$ cat src/rtl/voice_allocator.sv
//-----------------------------------------------------------------------------
// voice_allocator
//
// Polyphonic voice scheduler for the 8-voice ADSR bank. Serialized
// note-on/note-off events are accepted one at a time. Each event is handled
// in three phases: IDLE, then SCAN for 8 cycles (one voice per cycle), then
// COMMIT. Results become visible 10 cycles after accept.
//
// Optional feature:
//   VOICE_STEAL_EN - when defined, a note-on with every voice busy steals the
//                    oldest voice. When undefined, such a note-on is dropped
//                    and the dropped output pulses.
//
// Ports:
//   clk          system clock
//   reset_n      synchronous active-low reset
//   ev_valid     event present
//   ev_ready     block can accept an event (IDLE and out of reset)
//   ev_on        1 = note-on, 0 = note-off
//   ev_note      event note number
//   gate         per-voice gate level
//   voice_notes  voice i note at [i*NOTE_W +: NOTE_W]
//   trig         one-cycle retrigger pulse per voice
//   sel          index of the last voice committed
//   sel_valid    one-cycle pulse when sel is updated
//   dropped      one-cycle pulse when a note-on is discarded
//-----------------------------------------------------------------------------
`timescale 1ns/1ps
module voice_allocator #(
  parameter int VOICES = 8,
  parameter int NOTE_W = 7,
  parameter int AGE_W  = 3
) (
  input  logic                     clk,
  input  logic                     reset_n,
  input  logic                     ev_valid,
  output logic                     ev_ready,
  input  logic                     ev_on,
  input  logic [NOTE_W-1:0]        ev_note,
  output logic [VOICES-1:0]        gate,
  output logic [VOICES*NOTE_W-1:0] voice_notes,
  output logic [VOICES-1:0]        trig,
  output logic [2:0]               sel,
  output logic                     sel_valid,
  output logic                     dropped
);

  localparam logic [AGE_W-1:0] AGE_MAX = '1;
  localparam logic [AGE_W-1:0] AGE_ONE = AGE_W'(1);

  typedef enum logic [1:0] {IDLE, SCAN, COMMIT} state_t;

  state_t              state_reg;
  logic [2:0]          idx_reg;
  logic                on_reg;
  logic [NOTE_W-1:0]   note_reg;

  // Scan bookkeeping, rebuilt for every event.
  logic                match_found_reg;
  logic [2:0]          match_idx_reg;
  logic                free_found_reg;
  logic [2:0]          free_idx_reg;
  logic [VOICES-1:0]   off_mask_reg;
`ifdef VOICE_STEAL_EN
  logic                oldest_found_reg;
  logic [2:0]          oldest_idx_reg;
  logic [AGE_W-1:0]    oldest_age_reg;
`endif

  // Voice state and registered outputs.
  logic [VOICES-1:0]   gate_reg;
  logic [VOICES-1:0]   trig_reg;
  logic [NOTE_W-1:0]   note_mem_reg [VOICES];
  logic [AGE_W-1:0]    age_reg      [VOICES];
  logic [2:0]          sel_reg;
  logic                sel_valid_reg;
  logic                dropped_reg;

  // Commit decision for a note-on, derived from the scan results.
  logic                assign_en;
  logic [2:0]          assign_idx;
  logic                off_any;
  logic [2:0]          off_low;

  always_comb begin
    assign_en  = 1'b0;
    assign_idx = '0;
    if (match_found_reg) begin
      assign_en  = 1'b1;
      assign_idx = match_idx_reg;
    end else if (free_found_reg) begin
      assign_en  = 1'b1;
      assign_idx = free_idx_reg;
    end else begin
`ifdef VOICE_STEAL_EN
      assign_en  = oldest_found_reg;
      assign_idx = oldest_idx_reg;
`else
      assign_en  = 1'b0;
      assign_idx = '0;
`endif
    end
  end

  // Lowest released voice: walk downward so the lowest set bit wins.
  always_comb begin
    off_low = '0;
    for (int i = VOICES - 1; i >= 0; i--) begin
      if (off_mask_reg[i]) off_low = i[2:0];
    end
  end

  assign off_any = |off_mask_reg;

  always_ff @(posedge clk) begin
    if (!reset_n) begin
      state_reg       <= IDLE;
      idx_reg         <= '0;
      on_reg          <= 1'b0;
      note_reg        <= '0;
      match_found_reg <= 1'b0;
      match_idx_reg   <= '0;
      free_found_reg  <= 1'b0;
      free_idx_reg    <= '0;
      off_mask_reg    <= '0;
`ifdef VOICE_STEAL_EN
      oldest_found_reg <= 1'b0;
      oldest_idx_reg   <= '0;
      oldest_age_reg   <= '0;
`endif
      gate_reg        <= '0;
      trig_reg        <= '0;
      sel_reg         <= '0;
      sel_valid_reg   <= 1'b0;
      dropped_reg     <= 1'b0;
      for (int i = 0; i < VOICES; i++) begin
        note_mem_reg[i] <= '0;
        age_reg[i]      <= '0;
      end
    end else begin
      // Pulse outputs only live for the single cycle after COMMIT.
      trig_reg      <= '0;
      sel_valid_reg <= 1'b0;
      dropped_reg   <= 1'b0;

      case (state_reg)
        IDLE: begin
          if (ev_valid) begin
            on_reg          <= ev_on;
            note_reg        <= ev_note;
            idx_reg         <= '0;
            match_found_reg <= 1'b0;
            free_found_reg  <= 1'b0;
            off_mask_reg    <= '0;
`ifdef VOICE_STEAL_EN
            oldest_found_reg <= 1'b0;
            oldest_age_reg   <= '0;
`endif
            state_reg       <= SCAN;
          end
        end

        SCAN: begin
          if (gate_reg[idx_reg] && (note_mem_reg[idx_reg] == note_reg)) begin
            if (!match_found_reg) begin
              match_found_reg <= 1'b1;
              match_idx_reg   <= idx_reg;
            end
            off_mask_reg[idx_reg] <= 1'b1;
          end
          if (!gate_reg[idx_reg] && !free_found_reg) begin
            free_found_reg <= 1'b1;
            free_idx_reg   <= idx_reg;
          end
`ifdef VOICE_STEAL_EN
          // Strictly greater keeps the lowest index on equal ages.
          if (gate_reg[idx_reg] &&
              (!oldest_found_reg || (age_reg[idx_reg] > oldest_age_reg))) begin
            oldest_found_reg <= 1'b1;
            oldest_idx_reg   <= idx_reg;
            oldest_age_reg   <= age_reg[idx_reg];
          end
`endif
          if (idx_reg == 3'd7) state_reg <= COMMIT;
          else                 idx_reg   <= idx_reg + 3'd1;
        end

        COMMIT: begin
          state_reg <= IDLE;
          if (on_reg) begin
            if (assign_en) begin
              for (int i = 0; i < VOICES; i++) begin
                if (i[2:0] == assign_idx) begin
                  gate_reg[i]     <= 1'b1;
                  note_mem_reg[i] <= note_reg;
                  age_reg[i]      <= '0;
                  trig_reg[i]     <= 1'b1;
                end else if (gate_reg[i] && (age_reg[i] != AGE_MAX)) begin
                  age_reg[i] <= age_reg[i] + AGE_ONE;
                end
              end
              sel_reg       <= assign_idx;
              sel_valid_reg <= 1'b1;
            end else begin
              dropped_reg <= 1'b1;
            end
          end else begin
            gate_reg <= gate_reg & ~off_mask_reg;
            for (int i = 0; i < VOICES; i++) begin
              if (off_mask_reg[i]) age_reg[i] <= '0;
            end
            if (off_any) begin
              sel_reg       <= off_low;
              sel_valid_reg <= 1'b1;
            end
          end
        end

        default: state_reg <= IDLE;
      endcase
    end
  end

  assign ev_ready  = (state_reg == IDLE) && reset_n;
  assign gate      = gate_reg;
  assign trig      = trig_reg;
  assign sel       = sel_reg;
  assign sel_valid = sel_valid_reg;
  assign dropped   = dropped_reg;

  for (genvar gi = 0; gi < VOICES; gi++) begin : g_notes
    assign voice_notes[gi*NOTE_W +: NOTE_W] = note_mem_reg[gi];
  end

endmodule

$ cat config.mk
export PLATFORM = sky130hd
export DESIGN_NAME = voice_allocator
export DESIGN_NICKNAME = d
export VERILOG_FILES = /design/src/rtl/voice_allocator.sv
export SDC_FILE = /design/constraint.sdc
export NUM_CORES = 1
export LEC_CHECK = 0
export BUFFER_PORTS_ARGS = -buffer_cell sky130_fd_sc_hd__buf_4
export CAP_MARGIN = 20
export CORE_AREA = 3 3 90 101
export DETAILED_ROUTE_END_ITERATION = 6
export DIE_AREA = 0 0 93 104
export GPL_TIMING_DRIVEN = 0
export PLACE_DENSITY = 0.82
export SETUP_SLACK_MARGIN = 0.02
export SYNTH_ARGS = -nofsm -noshare
export SYNTH_HDL_FRONTEND = slang
export SYNTH_SLANG_ARGS = --single-unit
export TNS_END_PERCENT = 20
$ cat constraint.sdc
create_clock -name clk -period 6.2 [get_ports clk]
set_clock_uncertainty 0.05 [all_clocks]
set_input_delay 0.93 -clock clk [delete_from_list [all_inputs] [get_ports clk]]
set_output_delay 0.93 -clock clk [all_outputs]
set_load 0.02 [all_outputs]
==> results of run 1 <==
==> metrics by stage <==
| step | setup slack (ns) | power, mW |
|---|---|---|
| floorplan | 3.31 | 0.896 |
| CTS | 3.19 | 1.37 |
| global route | 3.03 | 1.40 |
| global placement | 3.22 | 0.946 |
| finish | 3.18 | 1.37 |
| detailed placement | 3.22 | 0.951 |
==> cell usage after synthesis, types with 2 or more instances <==
cell type  number  area share, %
o21ai_0        15            1.6
a21oi_1        29            3.0
mux2_2          2           0.47
nand3b_1        3           0.47
nor2_1         77            6.1
mux4_2          8            3.8
nor3_1          6           0.63
nor4_1          3           0.39
xnor2_1         3           0.55
inv_1          14            1.1
mux4_1          3            1.7
and2_1          3           0.39
buf_2           4           0.42
o22a_1          2           0.37
a21boi_0        2           0.31
ha_1            2           0.52
a211oi_1        3           0.47
a31oi_1         2           0.26
nand2b_1        6           0.79
nor4_2          2           0.52
dfxtp_1        53             22
nand4_2         2           0.52
and3_1          2           0.26
clkbuf_1       11           0.87
a22oi_1         5           0.79
mux2i_1        17            3.6
nand3_1         8           0.84
nand4_1         2           0.26
a22o_1          2           0.37
edfxtp_1       56             35
buf_1           3           0.24
nand2_1        73            5.7
or3_1           2           0.26
o21ai_1         6           0.63
nor2b_1         6           0.79
==> report_power, final <==
part	internal, mW	switching, mW	total (mW)
logic	0.0541	0.0907	0.145
clock network	0.189	0.245	0.434
registers	0.777	0.0140	0.791
==> per-layer routing <==
metal / routed length [microns] / track usage, % / vias to the layer above
li1: - / - / 1788
met1: 4700 / 32.2 / 1853
met2: 6270 / 45.1 / 247
met3: 1170 / 5.43 / 49
met4: 496 / 12.8 / 0
met5: 0 / 0 / -
==> final cells by class <==
cell class	count	area (sq um)
buffer	20	98.8
clock buffer	9	124
clock inverter	7	75.1
fill	636	2470
inverter	14	52.6
multi-input combinational	310	1870
sequential	109	2740
tap	111	139
timing repair buffer	87	653
==> logic make-up after synthesis <==
group / Yosys count / share of synthesized area, %
buffers and inverters: 34 / 3.17
DFF: 109 / 57.5
muxes: 30 / 9.47
adders and majority gates: 2 / 0.525
xor gates and xnor gates: 5 / 1.08
AOI/OAI and AO/OA: 75 / 9.47
and+or+nand+nor: 198 / 18.8
==> path summary, 6_finish.rpt <==
path / endpoint / slack, ns
worst max-delay path: ev_ready / 3.18
worst min-delay path: off_mask_reg[2]$_SDFFE_PN0P_ / 0.44
worst max register to register: note_mem_reg[4][4]$_SDFFCE_PN0P_ / 3.64
worst min register to register: off_mask_reg[2]$_SDFFE_PN0P_ / 0.44
==> critical path, cell delays in order <==
cell and delay (ns):
clkbuf_1 0.38, inv_1 0.10, clkbuf_1 0.26, nor3_1 0.20
buf_4 0.17
==> impl_metrics.tcl, run 1 <==
set metrics [dict create \
    status "complete, no violations" \
    fin_area_sq_um 5760 \
    synth_top_flop_cell "edfxtp_1" \
    hold_path.class "flop to flop" \
    slew_viol_final 0 \
    p_leak_nw 2.27 \
    wl_microns 12600 \
    rows 35 \
    largest_reg_flops 56 \
    cts_tree "done" \
    syn_inst 453 \
    cts.sinks 109 \
    syn2layout_area_growth_pct 20.8 \
    htreeDepth 3 \
    crit_fanout 10 \
    rsz0062_at_grt "no" \
    cts_buffer_depth 2 \
    io_pins 89 \
    grt.total_usage_pct 26.6 \
    die-width_microns 93 \
    port_buffers 87 \
    ys_types 51 \
    place_congestion 0.991 \
    vdd_drop_max_mv 0.138 \
    globalRouteOverflowTotal 0 \
    fin_util_pct 70.0 \
    cts-root-buf "clkbuf_8" \
    antenna_cells 0 \
    worstMarginPinSlew_ns 0.770 \
    clkLatencyLatePin_ns 0.37 \
    grt_max_degree 19 \
    vias 3937 \
    coreArea_sq_um 8230 \
    period_needed_ns 3.02 \
    mostFrequentLayoutCells "buf_4 (87), nor2_1 (77), nand2_1 (73)" \
    die_area_sq_um 9670 \
    required_ns 5.22 \
    r2r_start "match_found_reg$_SDFFE_PN0P_" \
    critPathKind "input port to primary output" \
    cts_hold_buf 0 \
    die_h_microns 104 \
    ant_nets 0 \
    initial_core_util_pct 57.9 \
    end_kind "primary output" \
    crit_path_start_kind "input port" \
    dpl_cell_area_sq_um 5560 \
    layout_commonest_cell "buf_4" \
    synth_area_sq_um 4770 \
    grt_antenna_before_repair 0 \
    setup_violations 0 \
    drc 0 \
    vias_per_cell 5.90 \
    grt_pass1_vias 3932 \
    hold_depth 2 \
    postCtsResizedCells 0 \
    postCtsSetupRepairBufs 0 \
    reg2regPathDepth 7 \
    synth_nets 466 \
    final_cells 667 \
    finalNetCount 564 \
    post-dp-hpwl_microns 9160 \
    clk_pin_slew_ns 0.10 \
    wl_per_cell_microns 19.0 \
    p_per_area_nw_per_um2 238 \
    startpoint "reset_n" \
    post-route-period-util_pct 48.8 \
    slew_headroom_pct 48.2 \
    tns_ns 0 \
    drv_cap 0 \
    dp.cells 651 \
    synth_edf_count 56 \
    drtIter0Drc 228 \
    ys_warn_count 0 \
    ys_ff_latch 109 \
    hp-start "off_mask_reg[2]$_SDFFE_PN0P_" \
    async_flop_share_pct 0 \
    hold_viol_final 0 \
    max_freq_mhz 331 \
    hold_slack_ns 0.445 \
    dr.pass1.iters 5 \
    grt_pass1_wl_microns 19900 \
    drive_above_1_share_pct 22.5 \
    cts_inserted_buffers 9 \
    syn_area_per_cell_sq_um 10.5 \
    yosysSeqAreaShare_pct 57.5 \
    worstPathArrival_ns 2.04 \
]
(Power assumes the default switching activity.)
==> inputs of run 2 (changes only) <==
Settings changed: ABC_AREA set to 1, CORE_AREA 3 3 90 101 to 3 3 95 106, DIE_AREA 0 0 93 104 to 0 0 98 109, PLACE_DENSITY 0.82 to 0.78.
Clock period 6.2 ns to 2.8 ns, I/O delays scaled along.
==> run 2 against run 1 <==
  * Die area grew 10%
  * Worst hold slack got worse by 0.18 ns
  * Highest routed layer unchanged
  * Count of clock-buffer cells in the layout increased by 5
  * Clock power up 100%
  * Total power up 120%
==> impl_metrics.tcl, run 2 <==
set metrics [dict create \
    cts_buffer_depth 2 \
    p_comb_share_pct 13.5 \
    slew_viol_final 0 \
    layout_commonest_cell "nand2_1" \
    status "complete, no violations" \
    finalNetCount 758 \
    antenna_cells 0 \
    p_switching_mw 0.827 \
    initial_core_util_pct 55.8 \
    netlist.area_leader.share_pct 33.6 \
    slowest_delay_ns 0.34 \
    cp_cell_sequence "buf_2, inv_1, nor3_2, inv_1, nor2_1, clkinv_1, nand2_1" \
    die_area_sq_um 10700 \
    place_congestion 0.951 \
    grt_pass1_wl_microns 22600 \
    yosysMostFrequentCell "nand2_1" \
    post-dp-hpwl_microns 10900 \
    p_per_area_nw_per_um2 512 \
    pwr-share-seq_pct 57.7 \
    period_needed_ns 2.30 \
    crit_slowest_cell "nand2_1" \
    postCtsSetupRepairBufs 0 \
    yosysSeqAreaShare_pct 54.8 \
    hold_slack_ns 0.263 \
    path_buf_inv 4 \
    syn2layout_area_growth_pct 19.5 \
    max_freq_mhz 435 \
    synth_nets 659 \
    p_leak_nw 2.70 \
    crit_path_start_kind "flop" \
    drtIter0Drc 266 \
    cts-root-buf "clkbuf_8" \
    io_pins 89 \
    globalRouteOverflowTotal 0 \
    p_int_mw 2.23 \
    critical_path.top_delay_family "buffers and inverters" \
    grt.total_usage_pct 27.5 \
    async_flop_share_pct 0 \
    clk_pin_slew_ns 0.10 \
    vdd_drop_max_mv 0.344 \
    dpl_cell_area_sq_um 5810 \
    wl_microns 14300 \
    synth_top_flop_cell "edfxtp_1" \
    cts.sinks 109 \
    post-route-period-util_pct 82.1 \
    grt_antenna_before_repair 0 \
    fillers 766 \
    cts_hold_buf 0 \
    die-width_microns 98 \
    port_buffers 88 \
    path_common_cell "inv_1" \
    synth_area_sq_um 5000 \
    grt_pass1_vias 4493 \
    worstPathArrival_ns 2.32 \
    ys_ff_latch 109 \
    worst_slack_ns 0.501 \
    crit_fanout 10 \
    ys_top_cells_by_count "nand2_1 (207), nor2_1 (97), inv_1 (70), edfxtp_1 (56), dfxtp_1 (53)" \
    drc 0 \
    ys_warn_count 0 \
    final_cells 864 \
    tns_ns 0 \
    htreeDepth 3 \
    vias 4665 \
    rows 36 \
    cts_inserted_buffers 9 \
    pwr-share-clk_pct 28.8 \
    syn_area_per_cell_sq_um 7.75 \
    dp.cells 848 \
    rsz0062_at_grt "no" \
    cts_tree "done" \
    hold_viol_final 0 \
    grt_max_degree 17 \
    wl_per_cell_microns 16.5 \
    p_sw_share_pct 27.0 \
    slew_headroom_pct 63.0 \
    mostFrequentLayoutCells "nand2_1 (207), nor2_1 (97), buf_4 (89)" \
    setup_violations 0 \
    clkLatencyLatePin_ns 0.38 \
    place_ws_ns 0.538 \
    drv_cap 0 \
    synth_edf_count 56 \
    drive_above_1_share_pct 15.7 \
    end_kind "flop" \
    critPathKind "flop to flop" \
    fin_area_sq_um 5980 \
    required_ns 2.82 \
    postCtsResizedCells 0 \
    largest_reg_flops 56 \
    worstMarginPinSlew_ns 0.556 \
    coreArea_sq_um 8960 \
    ant_nets 0 \
    syn_inst 646 \
    synth_area_leaders "edfxtp_1 (34%), dfxtp_1 (21%), nand2_1 (16%), nor2_1 (7.3%), inv_1 (5.3%)" \
    ys_types 30 \
    die_h_microns 109 \
    vias_per_cell 5.40 \
    synth_largest_area_cell "edfxtp_1" \
    dr.pass1.iters 5 \
    hold_path.class "input port to flop" \
]
## run 2: changes by cell type in the layout (fill, tap and decap cells not counted), sizes merged, moves of 7 or more
| cell | previous run | this run |
|---|---|---|
| a21oi | 29 | 36 |
| inv | 15 | 75 |
| mux2i | 17 | 0 |
| mux4 | 11 | 0 |
| nand2 | 73 | 207 |
| nand3 | 8 | 42 |
| nor2 | 77 | 98 |
| o21ai | 21 | 32 |
## run 2: kinds of logic (layout without fill, tap and decap cells)
| logic type | after synthesis | count (layout) | synth area share (%) |
|---|---|---|---|
| buf+inv | 99 | 203 | 7.83 |
| compound gates | 73 | 73 | 7.58 |
| flops | 109 | 109 | 54.8 |
| simple gates | 363 | 363 | 29.3 |
| fa+ha+maj | 2 | 2 | 0.500 |
## run 2: worst register-to-register path: stages (launching register included)
cell,delay (ns)
dfxtp_1,0.31
buf_2,0.20
inv_1,0.17
nor3_2,0.33
inv_1,0.15
nor2_1,0.14
clkinv_1,0.29
nand2_1,0.34
## run 2: area by class of cell
class | count | area [sq um] | area share, %
plain buffers | 20 | 95.1 | 1.59
well taps | 114 | 143 | 2.39
clock buffers | 14 | 164 | 2.74
flip-flops and latches | 109 | 2740 | 45.9
multi-input cells | 438 | 1870 | 31.3
repair buffers | 88 | 661 | 11.1
clock inverters | 2 | 7.51 | 0.126
inverters | 79 | 297 | 4.96
## run 2: worst paths after layout
| check | from | cells after the start | slack (ns) | to |
|---|---|---|---|---|
| worst max register to register | on_reg$_SDFFE_PN0P_ | 7 | 0.50 | note_mem_reg[1][3]$_SDFFCE_PN0P_ |
| worst min-delay path | ev_note[1] | 3 | 0.26 | note_reg[1]$_SDFFE_PN0P_ |
| worst min register to register | free_idx_reg[0]$_SDFFE_PN0P_ | 2 | 0.41 | free_idx_reg[0]$_SDFFE_PN0P_ |
| worst max-delay path | on_reg$_SDFFE_PN0P_ | 7 | 0.50 | note_mem_reg[1][3]$_SDFFCE_PN0P_ |
## run 2: stage by stage
| step | util [%] | total power [mW] |
|---|---|---|
| floorplan | - | 2.05 |
| global placement | 64.8 | 2.20 |
| detailed placement | 64.8 | 2.21 |
| CTS | 66.7 | 3.06 |
| global route | 66.7 | 3.16 |
| finish | 66.7 | 3.06 |
## run 2: metal layers
layer | up-vias | wire length, microns | GRT usage (%)
met2 | 245 | 6980 | 48.3
met3 | 47 | 983 | 2.62
met5 | - | 0 | 0
met1 | 2123 | 5530 | 32.5
met4 | 0 | 774 | 17.6
li1 | 2250 | - | -
## run 2: power by group through the flow
stage | logic [mW] | clock network (mW) | registers [mW]
after floorplan | 0.220 | 0 | 1.83
after global placement | 0.402 | 0 | 1.80
after detailed placement | 0.410 | 0 | 1.80
after CTS | 0.411 | 0.886 | 1.77
after global routing | 0.451 | 0.942 | 1.77
final | 0.413 | 0.881 | 1.77
==> inputs of run 3 (changes only) <==
Settings changed: CORE_AREA 3 3 95 106 to 3 3 100 111, DIE_AREA 0 0 98 109 to 0 0 103 114, PLACE_DENSITY 0.78 to 0.74.
Clock period 2.8 ns to 1.95 ns, I/O delays scaled along.
==> run 3 against run 2 <==
  * Global-route usage fell by 0.93 points
  * Fmax rose by 19%
  * Total power rose by 50%
  * Die area rose by 9.9%
  * Worst hold slack got worse by 0.12 ns
  * Non-clock buffer count rose by 16
  * First-iteration DRC count rose by 39%
  * Sequential power rose by 44%
  * Register-to-register slack got worse by 0.48 ns
  * Highest routed layer unchanged
==> impl_metrics.tcl, run 3 (same netlist as run 2, synthesis figures left out) <==
set metrics [dict create \
    status "complete, no violations" \
    vias_per_cell 5.48 \
    cts_inserted_buffers 9 \
    end_kind "flop" \
    wl_per_cell_microns 17.2 \
    drc 0 \
    antenna_cells 0 \
    post-route-period-util_pct 98.9 \
    wl_microns 15200 \
    coreArea_sq_um 9980 \
    drv_cap 0 \
    rows 38 \
    grt_pass1_vias 4781 \
    cts_buffer_depth 2 \
    dr.pass1.iters 5 \
    clkLatencyLatePin_ns 0.38 \
    die_h_microns 114 \
    slew_viol_final 0 \
    hold_path.class "input port to flop" \
    die_area_sq_um 11700 \
    cts-root-buf "clkbuf_8" \
    period_needed_ns 1.93 \
    ant_nets 0 \
    cts_tree "done" \
    hold_viol_final 0 \
    grt_pass1_wl_microns 23700 \
    cts_hold_buf 0 \
    slew_headroom_pct 37.4 \
    vdd_drop_max_mv 0.527 \
    fin_area_sq_um 6400 \
    drive_above_1_share_pct 25.5 \
    crit_path_start_kind "flop" \
    mostFrequentLayoutCells "nand2_1 (187), buf_4 (107), nor2_1 (91)" \
    grt_max_degree 18 \
    finalNetCount 774 \
    layout_commonest_cell "nand2_1" \
    dp.cells 854 \
    max_freq_mhz 518 \
    grt_antenna_before_repair 0 \
    clk_pin_slew_ns 0.10 \
    io_pins 89 \
    globalRouteOverflowTotal 0 \
    drtIter0Drc 370 \
    p_leak_nw 2.86 \
    largest_reg_flops 56 \
    grt.total_usage_pct 26.6 \
    cts.sinks 109 \
    tns_ns 0 \
    port_buffers 88 \
    initial_core_util_pct 50.1 \
    place_congestion 0.933 \
    die-width_microns 103 \
    dpl_cell_area_sq_um 5810 \
    htreeDepth 3 \
    crit_fanout 10 \
    setup_violations 0 \
    critPathKind "flop to flop" \
    worst_slack_ns 0.0210 \
    final_cells 886 \
    required_ns 2.22 \
    worstMarginPinSlew_ns 0.939 \
    syn2layout_area_growth_pct 27.9 \
    rsz0062_at_grt "yes" \
    place_ws_ns -0.307 \
    p_per_area_nw_per_um2 717 \
    vias 4859 \
    post-dp-hpwl_microns 11200 \
    worstPathArrival_ns 2.20 \
]
-- run 3: cell types whose count changed in the layout (fill, tap and decap cells not counted), sizes merged --
cell,previous run,this run
bufinv,0,1
clkinv,6,2
buf,97,113
clkinvlp,0,5
clkbuf,25,23
-- run 3: final cells by class --
class / instances / area [sq um]
fill: 866 / 3580
tap: 120 / 150
clock inverter: 4 / 28.8
timing repair buffer: 104 / 781
clock buffer: 12 / 166
buffer: 20 / 146
multi-input combinational: 438 / 2050
inverter: 79 / 323
sequential: 109 / 2760
-- run 3: power by group --
part	switching, mW	internal, mW
Combinational	0.445	0.239
Clock	0.782	0.579
Sequential	0.0621	2.48
-- run 3: layer usage --
metal | up-vias | GRT usage [%] | wire (microns)
met5 | - | 0 | 0
met4 | 0 | 14.0 | 696
met2 | 257 | 44.8 | 7620
li1 | 2296 | - | -
met3 | 61 | 5.02 | 1120
met1 | 2245 | 31.8 | 5770
-- run 3: critical path, cell delays in order, from the launching register on --
cell     delay (ns)
dfxtp_4        0.40
inv_6          0.06
buf_8          0.14
nand2_1        0.05
nand3_1        0.13
nand2_1        0.11
nand2_1        0.05
nand2_1        0.06
nand2_1        0.05
nand2_1        0.08
nand2_1        0.07
nor2_2         0.17
nand3_2        0.16
nand2_1        0.10
nand2_1        0.05
nor2_1         0.13
-- run 3: what timing repair did --
action,in CTS,in global routing
gates resized for setup,30,63
endpoints found under the setup margin,83,82
setup buffers,5,11
pin swaps,1,11
-- run 3: worst paths after layout --
check	from	to	slack [ns]	depth (start not counted)
setup reg to reg	flop	match_idx_reg[1]$_SDFFE_PN0P_	0.02	15
hold / removal	ev_note[1]	note_reg[1]$_SDFFE_PN0P_	0.14	3
hold reg to reg	sel[1]$_SDFFE_PN0P_	sel[1]$_SDFFE_PN0P_	0.43	2
setup / recovery	flop	match_idx_reg[1]$_SDFFE_PN0P_	0.02	15
-- run 3: through the flow --
| stage | total power, mW | hold WS, ns | utilization (%) |
|---|---|---|---|
| floorplan | 2.95 | 0.375 | - |
| global placement | 3.16 | 0.387 | 58.2 |
| detailed placement | 3.18 | 0.389 | 58.2 |
| CTS | 4.52 | 0.125 | 61.2 |
| global route | 4.76 | 0.127 | 64.1 |
| finish | 4.59 | 0.140 | 64.1 |
